## src/rtl/fetal_ecg_pkg.sv

```systemverilog
`default_nettype none
// ============================================================================
//  Module      : fetal_ecg_pkg
//  Description : Shared FSM state type and default geometry/width constants
//                for the uncenter (mean-restore) block.
//  Revision    : 1.0 - initial release
// ============================================================================
package fetal_ecg_pkg;

  localparam int c_SIZE_A    = 8;   // rows (components), one mean per row
  localparam int c_SIZE_B    = 8;   // samples per row
  localparam int c_N_BITS    = 32;  // output sample width
  localparam int c_MEAN_BITS = 24;  // signed mean entry width

  typedef enum logic [1:0] {
    ST_IDLE   = 2'd0,
    ST_LOAD   = 2'd1,
    ST_STREAM = 2'd2,
    ST_DRAIN  = 2'd3
  } state_t;

endpackage
`default_nettype wire

```

## src/rtl/uncenter_if.sv

```systemverilog
`default_nettype none
// ============================================================================
//  Module      : uncenter_if
//  Description : Control, mean-load and sample-stream signals of uncenter.
//                'slave' is the design side, 'master' the driving side.
//  Revision    : 1.0 - initial release
// ============================================================================
interface uncenter_if
  import fetal_ecg_pkg::*;
#(
  parameter int N_BITS    = c_N_BITS,
  parameter int MEAN_BITS = c_MEAN_BITS
);

  logic                        start;
  logic                        mean_valid;
  logic signed [MEAN_BITS-1:0] mean_in;
  logic                        mean_ready;
  logic                        in_valid;
  logic signed [N_BITS+2:0]    in_data;
  logic                        in_ready;
  logic                        out_valid;
  logic                        out_ready;
  logic signed [N_BITS-1:0]    out_data;
  logic                        out_last;
  logic                        busy;
  logic                        done;

  modport slave (
    input  start, mean_valid, mean_in, in_valid, in_data, out_ready,
    output mean_ready, in_ready, out_valid, out_data, out_last, busy, done
  );

  modport master (
    output start, mean_valid, mean_in, in_valid, in_data, out_ready,
    input  mean_ready, in_ready, out_valid, out_data, out_last, busy, done
  );

endinterface
`default_nettype wire

```

## src/rtl/uncenter_add.sv

```systemverilog
`default_nettype none
// ============================================================================
//  Module      : uncenter_add
//  Description : Adds a row mean back onto a centered sample at N_BITS+4 bits
//                and narrows the result to N_BITS.
//                UNCENTER_SAT_EN defined   : clamp to the N_BITS signed range.
//                UNCENTER_SAT_EN undefined : keep the low N_BITS (wrap).
//  Revision    : 1.0 - initial release
// ============================================================================
module uncenter_add
  import fetal_ecg_pkg::*;
#(
  parameter int N_BITS    = c_N_BITS,
  parameter int MEAN_BITS = c_MEAN_BITS
) (
  input  wire logic signed [N_BITS+2:0]    i_data,
  input  wire logic signed [MEAN_BITS-1:0] i_mean,
  output logic signed [N_BITS-1:0]         o_sum
);

  localparam int W = N_BITS + 4;

  logic signed [W-1:0] w_wide;

  // Both operands are sign-extended before the add, so the sum never overflows.
  assign w_wide = W'(i_data) + W'(i_mean);

`ifdef UNCENTER_SAT_EN
  localparam logic signed [W-1:0] c_MAX = {{(W-N_BITS+1){1'b0}}, {(N_BITS-1){1'b1}}};
  localparam logic signed [W-1:0] c_MIN = {{(W-N_BITS+1){1'b1}}, {(N_BITS-1){1'b0}}};

  // Clamp out-of-range sums to the nearest representable N_BITS value.
  always_comb begin
    o_sum = w_wide[N_BITS-1:0];
    if (w_wide > c_MAX) begin
      o_sum = c_MAX[N_BITS-1:0];
    end else if (w_wide < c_MIN) begin
      o_sum = c_MIN[N_BITS-1:0];
    end
  end
`else
  logic w_unused_hi;

  // Two's-complement wrap: the upper guard bits are simply dropped.
  assign o_sum       = w_wide[N_BITS-1:0];
  assign w_unused_hi = ^w_wide[W-1:N_BITS];
`endif

endmodule
`default_nettype wire

```

## src/rtl/uncenter.sv

```systemverilog
`default_nettype none
// ============================================================================
//  Module      : uncenter
//  Description : Loads one mean per row, then streams a row-major frame of
//                centered samples and adds each row's mean back. One-deep
//                output register with full-throughput ready/valid.
//                Optional saturation via macro UNCENTER_SAT_EN (see
//                uncenter_add); default build wraps.
//  Revision    : 1.0 - initial release
// ============================================================================
module uncenter
  import fetal_ecg_pkg::*;
#(
  parameter int SIZE_A    = c_SIZE_A,
  parameter int SIZE_B    = c_SIZE_B,
  parameter int N_BITS    = c_N_BITS,
  parameter int MEAN_BITS = c_MEAN_BITS
) (
  input  wire logic  clk,
  input  wire logic  rst_n,
  uncenter_if.slave  bus
);

  localparam int ROW_W = (SIZE_A > 1) ? $clog2(SIZE_A) : 1;
  localparam int COL_W = (SIZE_B > 1) ? $clog2(SIZE_B) : 1;
  localparam logic [ROW_W-1:0] c_ROW_LAST = ROW_W'(SIZE_A - 1);
  localparam logic [COL_W-1:0] c_COL_LAST = COL_W'(SIZE_B - 1);

  state_t                      r_state;
  state_t                      w_state_nxt;
  logic [ROW_W-1:0]            r_load_idx;
  logic [ROW_W-1:0]            r_row;
  logic [COL_W-1:0]            r_col;
  logic signed [MEAN_BITS-1:0] r_mean_mem [SIZE_A];
  logic                        r_out_valid;
  logic                        r_out_last;
  logic signed [N_BITS-1:0]    r_out_data;
  logic                        r_done;

  logic                        w_mean_xfer;
  logic                        w_load_last;
  logic                        w_in_ready;
  logic                        w_in_xfer;
  logic                        w_in_last;
  logic                        w_out_xfer;
  logic                        w_start_ok;
  logic signed [N_BITS-1:0]    w_sum;

  assign w_start_ok  = (r_state == ST_IDLE) && bus.start;
  assign w_mean_xfer = (r_state == ST_LOAD) && bus.mean_valid;
  assign w_load_last = w_mean_xfer && (r_load_idx == c_ROW_LAST);
  // The output register can take a new sample when empty or being drained now.
  assign w_in_ready  = (r_state == ST_STREAM) && (!r_out_valid || bus.out_ready);
  assign w_in_xfer   = w_in_ready && bus.in_valid;
  assign w_in_last   = w_in_xfer && (r_row == c_ROW_LAST) && (r_col == c_COL_LAST);
  assign w_out_xfer  = r_out_valid && bus.out_ready;

  // State register.
  always_ff @(posedge clk or negedge rst_n) begin
    if (!rst_n) r_state <= ST_IDLE;
    else        r_state <= w_state_nxt;
  end

  // Next-state logic; start is only honoured from IDLE.
  always_comb begin
    w_state_nxt = r_state;
    case (r_state)
      ST_IDLE:   if (bus.start)   w_state_nxt = ST_LOAD;
      ST_LOAD:   if (w_load_last) w_state_nxt = ST_STREAM;
      ST_STREAM: if (w_in_last)   w_state_nxt = ST_DRAIN;
      ST_DRAIN:  if (w_out_xfer)  w_state_nxt = ST_IDLE;
      default:                    w_state_nxt = ST_IDLE;
    endcase
  end

  // Load index and row/column position of the next input sample.
  always_ff @(posedge clk or negedge rst_n) begin
    if (!rst_n) begin
      r_load_idx <= '0;
      r_row      <= '0;
      r_col      <= '0;
    end else if (w_start_ok) begin
      r_load_idx <= '0;
      r_row      <= '0;
      r_col      <= '0;
    end else begin
      if (w_mean_xfer) begin
        r_load_idx <= w_load_last ? '0 : r_load_idx + ROW_W'(1);
      end
      if (w_in_xfer) begin
        if (r_col == c_COL_LAST) begin
          r_col <= '0;
          r_row <= (r_row == c_ROW_LAST) ? '0 : r_row + ROW_W'(1);
        end else begin
          r_col <= r_col + COL_W'(1);
        end
      end
    end
  end

  // Mean storage; contents are rewritten by every LOAD, so no reset is needed.
  always_ff @(posedge clk) begin
    if (w_mean_xfer) r_mean_mem[r_load_idx] <= bus.mean_in;
  end

  uncenter_add #(
    .N_BITS    (N_BITS),
    .MEAN_BITS (MEAN_BITS)
  ) u_add (
    .i_data (bus.in_data),
    .i_mean (r_mean_mem[r_row]),
    .o_sum  (w_sum)
  );

  // Output register: load on input transfer, empty on accept, otherwise hold.
  always_ff @(posedge clk or negedge rst_n) begin
    if (!rst_n) begin
      r_out_valid <= 1'b0;
      r_out_data  <= '0;
      r_out_last  <= 1'b0;
    end else if (w_in_xfer) begin
      r_out_valid <= 1'b1;
      r_out_data  <= w_sum;
      r_out_last  <= w_in_last;
    end else if (bus.out_ready) begin
      r_out_valid <= 1'b0;
      r_out_last  <= 1'b0;
    end
  end

  // Completion pulse the cycle after the final element leaves.
  always_ff @(posedge clk or negedge rst_n) begin
    if (!rst_n) r_done <= 1'b0;
    else        r_done <= (r_state == ST_DRAIN) && w_out_xfer;
  end

  assign bus.mean_ready = (r_state == ST_LOAD);
  assign bus.in_ready   = w_in_ready;
  assign bus.out_valid  = r_out_valid;
  assign bus.out_data   = r_out_data;
  assign bus.out_last   = r_out_last;
  assign bus.busy       = (r_state != ST_IDLE);
  assign bus.done       = r_done;

endmodule
`default_nettype wire

```

## src/flat_wrapper.sv

```systemverilog
// flat-port wrapper written by rule: the top's interface ports become plain ports
module uncenter_flat import fetal_ecg_pkg::*;
#(
  parameter int SIZE_A    = c_SIZE_A,
  parameter int SIZE_B    = c_SIZE_B,
  parameter int N_BITS    = c_N_BITS,
  parameter int MEAN_BITS = c_MEAN_BITS
)
  (clk, rst_n, bus_start, bus_mean_valid, bus_mean_in, bus_in_valid, bus_in_data, bus_out_ready, bus_mean_ready, bus_in_ready, bus_out_valid, bus_out_data, bus_out_last, bus_busy, bus_done);
  uncenter_if #(.N_BITS(N_BITS), .MEAN_BITS(MEAN_BITS)) bus_i ();
  input  wire logic clk;
  input  wire logic rst_n;
  input wire logic [$bits(bus_i.start)-1:0] bus_start;
  input wire logic [$bits(bus_i.mean_valid)-1:0] bus_mean_valid;
  input wire logic [$bits(bus_i.mean_in)-1:0] bus_mean_in;
  input wire logic [$bits(bus_i.in_valid)-1:0] bus_in_valid;
  input wire logic [$bits(bus_i.in_data)-1:0] bus_in_data;
  input wire logic [$bits(bus_i.out_ready)-1:0] bus_out_ready;
  output wire logic [$bits(bus_i.mean_ready)-1:0] bus_mean_ready;
  output wire logic [$bits(bus_i.in_ready)-1:0] bus_in_ready;
  output wire logic [$bits(bus_i.out_valid)-1:0] bus_out_valid;
  output wire logic [$bits(bus_i.out_data)-1:0] bus_out_data;
  output wire logic [$bits(bus_i.out_last)-1:0] bus_out_last;
  output wire logic [$bits(bus_i.busy)-1:0] bus_busy;
  output wire logic [$bits(bus_i.done)-1:0] bus_done;
  assign bus_i.start = bus_start;
  assign bus_i.mean_valid = bus_mean_valid;
  assign bus_i.mean_in = bus_mean_in;
  assign bus_i.in_valid = bus_in_valid;
  assign bus_i.in_data = bus_in_data;
  assign bus_i.out_ready = bus_out_ready;
  assign bus_mean_ready = bus_i.mean_ready;
  assign bus_in_ready = bus_i.in_ready;
  assign bus_out_valid = bus_i.out_valid;
  assign bus_out_data = bus_i.out_data;
  assign bus_out_last = bus_i.out_last;
  assign bus_busy = bus_i.busy;
  assign bus_done = bus_i.done;
  uncenter #(.SIZE_A(SIZE_A), .SIZE_B(SIZE_B), .N_BITS(N_BITS), .MEAN_BITS(MEAN_BITS)) u_core (.clk(clk), .rst_n(rst_n), .bus(bus_i));
endmodule
```

## config.mk

```make
export PLATFORM = sky130hd
export DESIGN_NAME = uncenter_flat
export DESIGN_NICKNAME = d
export VERILOG_FILES = /design/src/rtl/fetal_ecg_pkg.sv /design/src/rtl/uncenter_if.sv /design/src/rtl/uncenter_add.sv /design/src/rtl/uncenter.sv /design/src/flat_wrapper.sv
export SDC_FILE = /design/constraint.sdc
export NUM_CORES = 1
export LEC_CHECK = 0
export ABC_AREA = 0
export BUFFER_PORTS_ARGS = -buffer_cell sky130_fd_sc_hd__buf_2
export CAP_MARGIN = 20
export CORE_UTILIZATION = 54
export DETAILED_ROUTE_END_ITERATION = 6
export HOLD_SLACK_MARGIN = 0.08
export PLACE_DENSITY = 0.85
export SETUP_SLACK_MARGIN = 0.1
export SYNTH_ARGS = -nofsm -noshare
export SYNTH_HDL_FRONTEND = slang
export SYNTH_HIERARCHICAL = 1
export SYNTH_SLANG_ARGS = --single-unit
```

## constraint.sdc

```tcl
create_clock -name clk -period 3.6 [get_ports clk]
set_clock_uncertainty 0.15 [all_clocks]
set_input_delay 0.18 -clock clk [delete_from_list [all_inputs] [get_ports clk]]
set_output_delay 0.18 -clock clk [all_outputs]
set_load 0.01 [all_outputs]
```

# ---- After elaboration in Yosys (flattened, before gate mapping)
# Memory sizes are Yosys's and may differ from the RTL's.
# Index checks and enable logic that the tools add are counted.
# Widths: inputs -> output; s select.
dict set report totals {
  register_bits 46
  mem_bits_rw 192
  input_bits 65
  out_inout_bits 38
  elab_cells 62
  mem_count 1
}
dict set report classes {
  n_addsub 4
  n_eq_ne 10
  n_mux 20
  reduce_logical 19
}
# memory words word_bits read_ports rd_clocked_by_memory_dff wr line
set mem_list {}
lappend mem_list {u_core.r_mean_mem 8 24 1 0 1 uncenter.sv:34} ;# logic signed [MEAN_BITS-1:0] r_mean_mem [SIZE_A];
# op n
set op_table {}
lappend op_table {{$add 32x24->32} 1}
lappend op_table {{$mux 3} 10}
lappend op_table {{$reduce_bool 2->1} 5}
lappend op_table {{$add 3x1->3 const B} 3}
lappend op_table {{$eq 3x3->1 const B} 3}
lappend op_table {{$logic_and 1x1->1} 9}
lappend op_table {{$mux 2} 4}
lappend op_table {{$pmux 2 s4} 1}
lappend op_table {{$ne 2x1->1 const B} 3}
lappend op_table {{$mux 1} 5}
lappend op_table {{$eq 2x2->1 const B} 2}
lappend op_table {{$reduce_and 4->1} 1}
lappend op_table {{$eq 2x1->1 const B} 1}
lappend op_table {{$logic_not 2->1} 1}
lappend op_table {{$ne 2x2->1 const B} 1}
lappend op_table {{$reduce_and 2->1} 1}
lappend op_table {{$logic_not 1->1} 1}
lappend op_table {{$logic_or 1x1->1} 1}

# ---- Longest topological paths before layout
# Gate-level depths: netlist of run 1.
dict set report logic_depth {
  word_depth 8
  ltp_mapped 14
  ltp_nobuf 12
}

# ---- By module
# Netlist of run 1, hierarchy kept.
# mod instances cells_per_inst area_each_um2 seq_area_each_um2
set by_module_without_submodules {}
lappend by_module_without_submodules {uncenter 1 430 9389.0 6916.6}
lappend by_module_without_submodules {uncenter_add 1 236 1725.4 0.0}

# ---- Worst setup path after synthesis of run 1
# Ideal clock, no wire load.
dict set report synth_timing {
  path_kind {reg2reg}
  startpoint {reg u_core.r_row[0]}
  endpoint {reg u_core.r_out_data[18], in the netlist u_core/bus.out_data[18]}
  setup_ns 0.125
  arrival_time_ns 3.660
  t_required_ns 3.325
  path_slack_ns -0.335
  path_stages_with_launch 15
  n_path_buf 2
  synth_period_minus_slack_ns 3.935
  path_cell_list {dfrtp_1 -> buf_6 -> buf_6 -> mux4_1 -> mux2_2 -> ha_1 -> fa_1 -> a21o_1 -> a221oi_4 -> o211ai_4 -> a31o_2 -> a31oi_1 -> o21ai_0 -> xor2_1 -> mux2_2}
}
dict set report synth_via {
  elab_chain_cells 2
}
# item line
set synth_lines {}
lappend synth_lines {{start: declaration} uncenter.sv:32} ;# logic [ROW_W-1:0] r_row;
lappend synth_lines {{start signal: assignment} uncenter.sv:93} ;# r_row <= (r_row == c_ROW_LAST) ? '0 : r_row + ROW_W'(1);
lappend synth_lines {{$mem_v2 8x24} --}
lappend synth_lines {{$add 32x24->32} uncenter_add.sv:26} ;# assign w_wide = W'(i_data) + W'(i_mean);
lappend synth_lines {{net u_core.w_sum[18]} uncenter.sv:47} ;# logic signed [N_BITS-1:0] w_sum;
lappend synth_lines {{end signal: assignment} uncenter.sv:123} ;# r_out_data <= w_sum;
lappend synth_lines {{end: declaration} uncenter.sv:37} ;# logic signed [N_BITS-1:0] r_out_data;
# The timed path passes the listed nets, and every way through them passes these cells.
# A chain may end at the register's enable or synchronous reset.

# ---- Final worst setup path of run 1
dict set report layout_timing {
  startpoint {reg u_core.r_row[0]}
  endpoint {reg u_core.r_out_data[16], in the netlist u_core/bus.out_data[16]}
}
# The elaborated chain is that of the path after synthesis.

==> flow_metrics.tcl, run 1 <==
set metrics [dict create \
    rsz0062_at_grt "true" \
    dp_hpwl_um 16700 \
    cp-start-kind "flip-flop" \
    grt_use_total 0.277 \
    drc 0 \
    violations "negative setup slack" \
    path_delay_family "compound AO/OA/AOI/OAI gates" \
    hold_viol 0 \
    crit_slowest_cell "mux4_2" \
    setup_ws_ns -0.431 \
    worst_ep_arrival_time_ns 4.27 \
    synth_cells 666 \
    wl_per_cell_um 25.9 \
    drt-initial-drc-count 809 \
    die_area_um2 21200 \
    rrSetupSlack_ns -0.43 \
    min_path_type "primary input to flip-flop" \
    fillers 1140 \
    rows 52 \
    cts_sinks 238 \
    cap_viol_max_count 0 \
    fin_crit_ns 4.03 \
    grt.overflow.total 0 \
    power_density_nw_per_um2 571 \
    tns_ns -5.43 \
    avgSynthCellArea_um2 16.7 \
    ys_ff_latch 238 \
    layout_common_cells "edfxtp_1, buf_4, buf_2" \
    path_class "flip-flop to flip-flop" \
    worst_pin_slew_ns 0.810 \
    setup_viol 20 \
    status "complete, but fails checks" \
    syn-num-nets 774 \
    grt_max_degree 47 \
    fmax_mhz 248 \
    crit_path_frequent_cell "mux2_4" \
    antenna_found_initial 2 \
    slew_headroom 0.458 \
    async_flop_share 0.193 \
    grt_pass1_wl_um 44400 \
    cts_tree "yes" \
    synth_cell_types 66 \
    drive_gt1_frac 0.463 \
    dr.pass1.iters 6 \
    synth-edff-count 192 \
    cts_root_buffer "clkbuf_16" \
    crit_path_max_fanout 5 \
    placedCellCount 1111 \
    port_buffers 99 \
    syn2layout_area_growth_pct 31.0 \
    whs_ns 0.111 \
    report.final.slew_viol_count 0 \
    vdd_drop_max_v 0.000298 \
    num_io_pins 103 \
    vias_per_cell 6.33 \
    crit_path_cell_trace "buf_6 > buf_12 > mux4_2 > mux2_4 > fa_2 > a21o_1 > a221oi_4 > o211ai_4 > a31o_4 > nor2b_4 > a311oi_2 > xnor2_1 > mux2_4" \
    synth_area_leaders "edfxtp_1, mux4_1, dfrtp_1, mux2_2, ha_1" \
    coreArea_um2 20200 \
    cp-end-kind "flip-flop" \
    post-route-period-util 1.12 \
    fin_area_um2 14600 \
    vias 7697 \
    multi_input_area_um2 4600 \
    antenna_left 0 \
    dpl_cell_area_um2 12700 \
    numCtsBuffers 23 \
    yosysWarnings 6 \
    required_ns 3.84 \
    layout.nets 1036 \
    synth_top_area_frac 0.519 \
    final-instance-count-excl-fill 1215 \
    yosysSeqAreaShare 0.622 \
    wl_um 31500 \
    initial_core_util 0.549 \
    htree_levels 1 \
    crit_path_max_incr_delay_ns 0.51 \
    gp_congestion 0.857 \
    regArea_um2 6920 \
    die_h_um 145 \
    synthFlopType "edfxtp_1" \
    clk_pin_slew_ns 0.07 \
    crit_buf_inv 2 \
    die_w_um 145 \
    p_leak_nw 5.53 \
    layout_commonest_cell "edfxtp_1" \
    yosysTopAreaCell "edfxtp_1" \
    clock_latency_ns 0.52 \
    synth_area_um2 11100 \
    clockBufferDepth 3 \
    grt_pass1_vias 7697 \
]
-- synth_stat cells, types with 5 or more instances --
cell	number
clkbuf_1	11
buf_6	7
buf_2	8
a21oi_1	31
mux2_2	56
nor3_1	7
nand4_1	7
nand3_1	8
ha_1	42
inv_1	11
mux4_1	47
nand2_1	27
a21o_1	11
nor2_1	35
edfxtp_1	192
xnor2_1	18
and3_1	5
o21ai_0	14
dfrtp_1	46
xor2_1	12
-- final cells by class --
class | count | area share
Sequential cell | 238 | 0.475
Timing Repair Buffer | 266 | 0.137
Tap cell | 270 | 0.0232
Clock buffer | 29 | 0.0411
Antenna cell | 2 | 0.000344
Inverter | 11 | 0.00284
Multi-Input combinational cell | 388 | 0.316
Clock inverter | 11 | 0.00455
-- where the power goes --
part	leakage (nW)	switching (W)	total, W	internal [W]
registers	2.29	0.000197	0.00353	0.00333
logic	2.92	0.00132	0.00257	0.00125
clock network	0.311	0.00103	0.00221	0.00118
total	5.53	0.00255	0.00831	0.00576
-- registers in the layout, indices dropped and copies added (netlist names) --
signal                flops
u_core/bus.done           1
u_core/r_mean_mem       192
u_core/r_load_idx         3
u_core/bus.out_last       1
u_core/bus.out_valid      1
u_core/r_state            2
u_core/r_col              3
u_core/bus.out_data      32
u_core/r_row              3
-- path summary, 6_finish.rpt --
kind	start	endpoint	cells past startpoint
min in group asynchronous	rst_n	u_core/r_col[1]	3
hold / removal	bus_in_data[28]	u_core/bus.out_data[28]	4
setup / recovery	u_core/r_row[0]	u_core/bus.out_data[16]	13
max in group asynchronous	rst_n	u_core/bus.out_data[2]	4
hold reg to reg	u_core/bus.out_data[11]	u_core/bus.out_data[11]	1
setup reg to reg	u_core/r_row[0]	u_core/bus.out_data[16]	13
-- layer usage --
| layer | vias up | track usage | wire length [um] |
|---|---|---|---|
| met2 | 573 | 0.473 | 15700 |
| met5 | - | 0 | 0 |
| met1 | 3809 | 0.352 | 11900 |
| met4 | 0 | 0.136 | 1510 |
| li1 | 3184 | - | - |
| met3 | 131 | 0.0354 | 2430 |
-- through the flow --
stage / total power [W] / setup slack, ns / utilization
after detailed placement: 0.00558 / -0.462 / 0.628
after floorplan: 0.00475 / -0.131 / -
after CTS: 0.00796 / -0.308 / 0.704
after global placement: 0.00549 / -0.323 / 0.628
after global routing: 0.00858 / -0.464 / 0.719
final: 0.00831 / -0.431 / 0.720
-- logic make-up (layout without fill, tap and decap cells) --
family | after synthesis | in the layout | synth area share
flops | 238 | 238 | 0.622
mux | 109 | 109 | 0.174
simple gates | 107 | 107 | 0.0464
compound gates | 99 | 99 | 0.0645
fa+ha+maj | 43 | 43 | 0.0491
buf+inv | 40 | 317 | 0.0196
xor+xnor | 30 | 30 | 0.0236
other cells | 0 | 2 | 0
-- worst reg2reg max path, stage by stage (launching register included) --
cell and delay (ns):
dfrtp_2 0.47, buf_6 0.16, buf_12 0.12, mux4_2 0.51
mux2_4 0.32, fa_2 0.38, a21o_1 0.22, a221oi_4 0.33
o211ai_4 0.16, a31o_4 0.28, nor2b_4 0.13, a311oi_2 0.30
xnor2_1 0.11, mux2_4 0.28
-- timing repair --
action / CTS / global route
gates resized for setup: 111 / 40
hold buffers: 34 / 1
endpoints found under the setup margin: 23 / 23
pin swaps: 39 / 38
gates cloned: 1 / 0
buffers inserted: 14 / 13
endpoints found under the hold margin: 255 / 13
Power figures use the tool's default switching activity.
==> run 2, diff against run 1 <==
--- a/config.mk
+++ b/config.mk
@@ -11,6 +11,7 @@
 export CORE_UTILIZATION = 54
 export DETAILED_ROUTE_END_ITERATION = 6
 export HOLD_SLACK_MARGIN = 0.08
+export MAX_ROUTING_LAYER = met4
 export PLACE_DENSITY = 0.85
 export SETUP_SLACK_MARGIN = 0.1
 export SYNTH_ARGS = -nofsm -noshare
==> flow_metrics.tcl, run 2 (synthesis results as in run 1) <==
set metrics [dict create \
    internal_power_w 0.00576 \
    die_area_um2 21200 \
    violations "negative setup slack" \
    fmax_mhz 248 \
    dr.pass1.iters 7 \
    grt_pass1_vias 7704 \
    coreArea_um2 20200 \
    fin_area_um2 14600 \
    layout_commonest_cell "edfxtp_1" \
    drive_gt1_frac 0.467 \
    report.final.slew_viol_count 0 \
    regArea_um2 6920 \
    multi_input_area_um2 4610 \
    initial_core_util 0.549 \
    drt-initial-drc-count 888 \
    antenna_left 0 \
    pre_cts_ws_ns -0.462 \
    cts_tree "yes" \
    path_delay_family "compound AO/OA/AOI/OAI gates" \
    clockBufferDepth 3 \
    slew_headroom 0.495 \
    die_w_um 145 \
    antenna_found_initial 3 \
    rows 52 \
    clock_latency_ns 0.52 \
    layout_common_cells "edfxtp_1, buf_4, buf_2" \
    hold_viol 0 \
    post-route-period-util 1.12 \
    num_io_pins 103 \
    setup_viol 19 \
    port_buffers 99 \
    p_seq_frac 0.424 \
    dpl_cell_area_um2 12700 \
    cp-start-kind "flip-flop" \
    status "complete, but fails checks" \
    p_leak_nw 5.54 \
    grt_pass1_wl_um 44200 \
    grt.overflow.total 0 \
    clkPwrFrac 0.266 \
    vias 7692 \
    cts_sinks 238 \
    clk_pin_slew_ns 0.08 \
    fin_total_pwr_w 0.00832 \
    cp-end-kind "flip-flop" \
    combPwrFrac 0.309 \
    worst_ep_arrival_time_ns 4.28 \
    syn2layout_area_growth_pct 31.4 \
    wl_per_cell_um 26.0 \
    whs_ns 0.108 \
    power_density_nw_per_um2 570 \
    worst_pin_slew_ns 0.755 \
    crit_buf_inv 2 \
    p_switching_w 0.00255 \
    crit_slowest_cell "mux4_2" \
    vdd_drop_max_v 0.000300 \
    rsz0062_at_grt "true" \
    crit_path_max_incr_delay_ns 0.50 \
    drc 0 \
    crit_path_cell_trace "buf_6 > mux4_2 > mux2_4 > ha_4 > fa_2 > a21o_1 > a221oi_4 > o211ai_4 > a31o_4 > buf_4 > a31oi_4 > o21ai_2 > xor2_1 > mux2_2" \
    wl_um 31700 \
    fillers 1137 \
    required_ns 3.85 \
    numCtsBuffers 23 \
    path_class "flip-flop to flip-flop" \
    die_h_um 145 \
    htree_levels 1 \
    crit_path_max_fanout 5 \
    largest_reg_flops 192 \
    grt_use_total 0.285 \
    dp_hpwl_um 16700 \
    gp_congestion 0.871 \
    setup_ws_ns -0.428 \
    min_path_type "primary input to flip-flop" \
    cap_viol_max_count 0 \
    fin_crit_ns 4.03 \
    cts_root_buffer "clkbuf_16" \
    vias_per_cell 6.32 \
    layout.nets 1038 \
    regMostFlops "u_core/r_mean_mem" \
    grt_max_degree 47 \
    power.share.switching 0.307 \
]
-- run 2: cell count changes in the layout (fill, tap and decap cells not counted), sizes merged --
cell and change:
clkbuf +1, buf +1, diode +1
-- run 2: per-stage QoR --
| stage | cells | util | TNS [ns] |
|---|---|---|---|
| global placement | 1111 | 0.628 | -4.24 |
| detailed placement | 1111 | 0.628 | -6.20 |
| floorplan | 666 | - | -0.548 |
| CTS | 1198 | 0.704 | -2.53 |
| global route | 1218 | 0.722 | -6.46 |
| finish | 1218 | 0.722 | -5.35 |
-- run 2: area by class of cell --
cell class / count / area share
Clock buffer: 29 / 0.0410
Clock inverter: 11 / 0.00454
Sequential cell: 238 / 0.474
Multi-Input combinational cell: 388 / 0.316
Tap cell: 270 / 0.0231
Inverter: 11 / 0.00283
Antenna cell: 3 / 0.000514
Timing Repair Buffer: 268 / 0.139
-- run 2: per-layer routing --
| layer | track usage | vias up | wire length, um |
|---|---|---|---|
| li1 | - | 3183 | - |
| met1 | 0.349 | 3895 | 11900 |
| met2 | 0.474 | 505 | 16100 |
| met3 | 0.0364 | 109 | 2430 |
| met4 | 0.136 | 0 | 1300 |
| met5 | - | - | 0 |
-- run 2: path summary, 6_finish.rpt --
| path | end | depth (start not counted) | slack (ns) | from |
|---|---|---|---|---|
| worst min register to register | u_core/bus.out_data[11] | 1 | 0.35 | u_core/bus.out_data[11] |
| worst max-delay path | u_core/bus.out_data[18] | 14 | -0.43 | u_core/r_row[0] |
| worst min-delay path | u_core/bus.out_data[28] | 4 | 0.11 | bus_in_data[28] |
| min in group asynchronous | u_core/r_col[1] | 3 | 0.56 | rst_n |
| max in group asynchronous | u_core/bus.out_data[2] | 4 | 2.19 | rst_n |
| worst max register to register | u_core/bus.out_data[18] | 14 | -0.43 | u_core/r_row[0] |
-- run 2: tightest hold or removal path, cell delays in order --
cell and delay (ns):
buf_2 0.08, ha_1 0.20, xnor2_1 0.14, mux2_2 0.14
-- run 2: repair_timing --
action | in CTS | in global routing
cloned | 1 | 1
buffers inserted | 14 | 14
gates resized for setup | 111 | 44
hold endpoints to repair | 255 | 3
hold buffers | 34 | 1
setup endpoints to repair | 23 | 23
pin swaps | 39 | 38
-- run 2: power by group through the flow --
stage	clock, W	combinational (W)	sequential, W
4_1_cts	0.00220	0.00225	0.00351
3_5_place_dp	0	0.00203	0.00356
6_report	0.00222	0.00257	0.00353
5_1_grt	0.00234	0.00270	0.00355
2_1_floorplan	0	0.00114	0.00361
3_3_place_gp	0	0.00196	0.00353
==> run 3, diff against run 2 <==
--- a/config.mk
+++ b/config.mk
@@ -13,6 +13,7 @@
 export HOLD_SLACK_MARGIN = 0.08
 export MAX_ROUTING_LAYER = met4
 export PLACE_DENSITY = 0.85
+export REMOVE_ABC_BUFFERS = 1
 export SETUP_SLACK_MARGIN = 0.1
 export SYNTH_ARGS = -nofsm -noshare
 export SYNTH_HDL_FRONTEND = slang
==> flow_metrics.tcl, run 3 (synthesis results as in run 1) <==
set metrics [dict create \
    wl_um 34700 \
    min_path_type "primary input to flip-flop" \
    grt_pass1_wl_um 47500 \
    final-instance-count-excl-fill 1238 \
    cap_viol_max_count 0 \
    vdd_drop_max_v 0.000343 \
    grt_pass1_vias 8032 \
    dp_hpwl_um 17600 \
    setup_viol 20 \
    worst_pin_slew_ns 0.849 \
    rows 52 \
    fin_area_um2 15000 \
    die_h_um 145 \
    antenna_found_initial 0 \
    clockBufferDepth 3 \
    layout_commonest_cell "edfxtp_1" \
    setup_ws_ns -0.501 \
    path_class "flip-flop to flip-flop" \
    largest_reg_flops 192 \
    grt.overflow.total 0 \
    initial_core_util 0.549 \
    cts_sinks 238 \
    crit_path_max_fanout 14 \
    regArea_um2 6920 \
    post-route-period-util 1.14 \
    vias 7977 \
    power_density_nw_per_um2 582 \
    cts_tree "yes" \
    num_io_pins 103 \
    gp_congestion 0.964 \
    p_leak_nw 5.74 \
    clk_pin_slew_ns 0.07 \
    fin_total_pwr_w 0.00871 \
    coreArea_um2 20200 \
    fillers 1055 \
    wl_per_cell_um 28.0 \
    cp-start-kind "flip-flop" \
    met3_usage 0.0567 \
    htree_levels 1 \
    hold_viol 0 \
    placedCellCount 1132 \
    use_met1 0.358 \
    layout.nets 1059 \
    diodes 0 \
    grt-busiest-layer "met2" \
    required_ns 3.86 \
    dr.pass1.iters 5 \
    slew_headroom 0.432 \
    drt-initial-drc-count 827 \
    status "complete, but fails checks" \
    regMostFlops "u_core/r_mean_mem" \
    fin_crit_ns 4.10 \
    numCtsBuffers 24 \
    violations "negative setup slack" \
    drive_gt1_frac 0.494 \
    tns_ns -5.68 \
    drc 0 \
    grt_use_total 0.311 \
    report.final.slew_viol_count 0 \
    fmax_mhz 244 \
    cts_root_buffer "clkbuf_16" \
    use_met2 0.515 \
    pre_cts_ws_ns -0.469 \
    worst_ep_arrival_time_ns 4.36 \
    syn2layout_area_growth_pct 34.7 \
    antenna_left 0 \
    rsz0062_at_grt "true" \
    layout_common_cells "edfxtp_1, buf_4, buf_2" \
    cp-end-kind "flip-flop" \
    dpl_cell_area_um2 12800 \
    multi_input_area_um2 4700 \
    clock_latency_ns 0.55 \
    grt_max_degree 36 \
    vias_per_cell 6.44 \
    die_area_um2 21200 \
    port_buffers 99 \
    die_w_um 145 \
]
-- run 3: cell count changes in the layout (fill, tap and decap cells not counted), moves of 6 or more --
cell,previous run,this run
ha_4,19,25
mux2_4,18,25
mux2_2,38,31
ha_1,22,16
buf_4,111,119
buf_6,14,25
-- run 3: final cells by class --
class / count / share of cell area
sequential: 238 / 0.462
multi-input combinational: 388 / 0.314
timing repair buffer: 288 / 0.148
clock buffer: 28 / 0.0411
tap: 270 / 0.0226
clock inverter: 15 / 0.00978
inverter: 11 / 0.00276
-- run 3: routing by layer --
layer,up-vias,part of all wire,wire [um]
li1,3225,-,-
met1,3942,0.35,12100
met2,632,0.50,17300
met3,178,0.093,3210
met4,0,0.061,2100
met5,-,0,0
-- run 3: worst max-delay path, stage by stage, from the launching register on --
cell and delay [ns]:
dfrtp_1 0.52, buf_4 0.30, buf_4 0.20, mux4_1 0.34, mux2_2 0.35, ha_4 0.34, nand4_1 0.19, nor2_2 0.22
a221o_1 0.28, buf_4 0.16, a31oi_4 0.04, o2111ai_1 0.28, nand2_1 0.14, xnor2_1 0.16, mux2_2 0.26
-- run 3: timing repair --
action,CTS,global route
resized for setup,159,45
setup endpoints to repair,25,23
gates cloned,0,0
buffers inserted,18,14
pin swaps,48,21
endpoints found under the hold margin,257,0
hold buffers,35,0
-- run 3: final timing paths --
kind                                      endpoint               startpoint  slack [ns]  depth (start not counted)
setup / recovery           u_core/bus.out_data[28]          u_core/r_row[1]       -0.50                         14
hold / removal              u_core/bus.out_data[4]           bus_in_data[3]        0.11                          5
setup reg to reg           u_core/bus.out_data[28]          u_core/r_row[1]       -0.50                         14
hold reg to reg            u_core/bus.out_data[22]  u_core/bus.out_data[22]        0.35                          1
max in group asynchronous          u_core/r_row[0]                    rst_n        1.99                          3
min in group asynchronous  u_core/bus.out_data[15]                    rst_n        0.13                          3
-- run 3: power breakdown --
| part | switching (W) | leakage [nW] | total, W | internal (W) |
|---|---|---|---|---|
| combinational | 0.00137 | 3.08 | 0.00269 | 0.00132 |
| clock | 0.00109 | 0.366 | 0.00247 | 0.00138 |
| sequential | 0.000226 | 2.29 | 0.00356 | 0.00333 |
| total | 0.00268 | 5.74 | 0.00871 | 0.00603 |
-- run 3: through the flow --
step	util	hold WS [ns]
floorplan	-	-0.266
global placement	0.634	-0.0513
detailed placement	0.634	-0.0463
CTS	0.727	0.0877
global route	0.740	0.123
finish	0.740	0.114
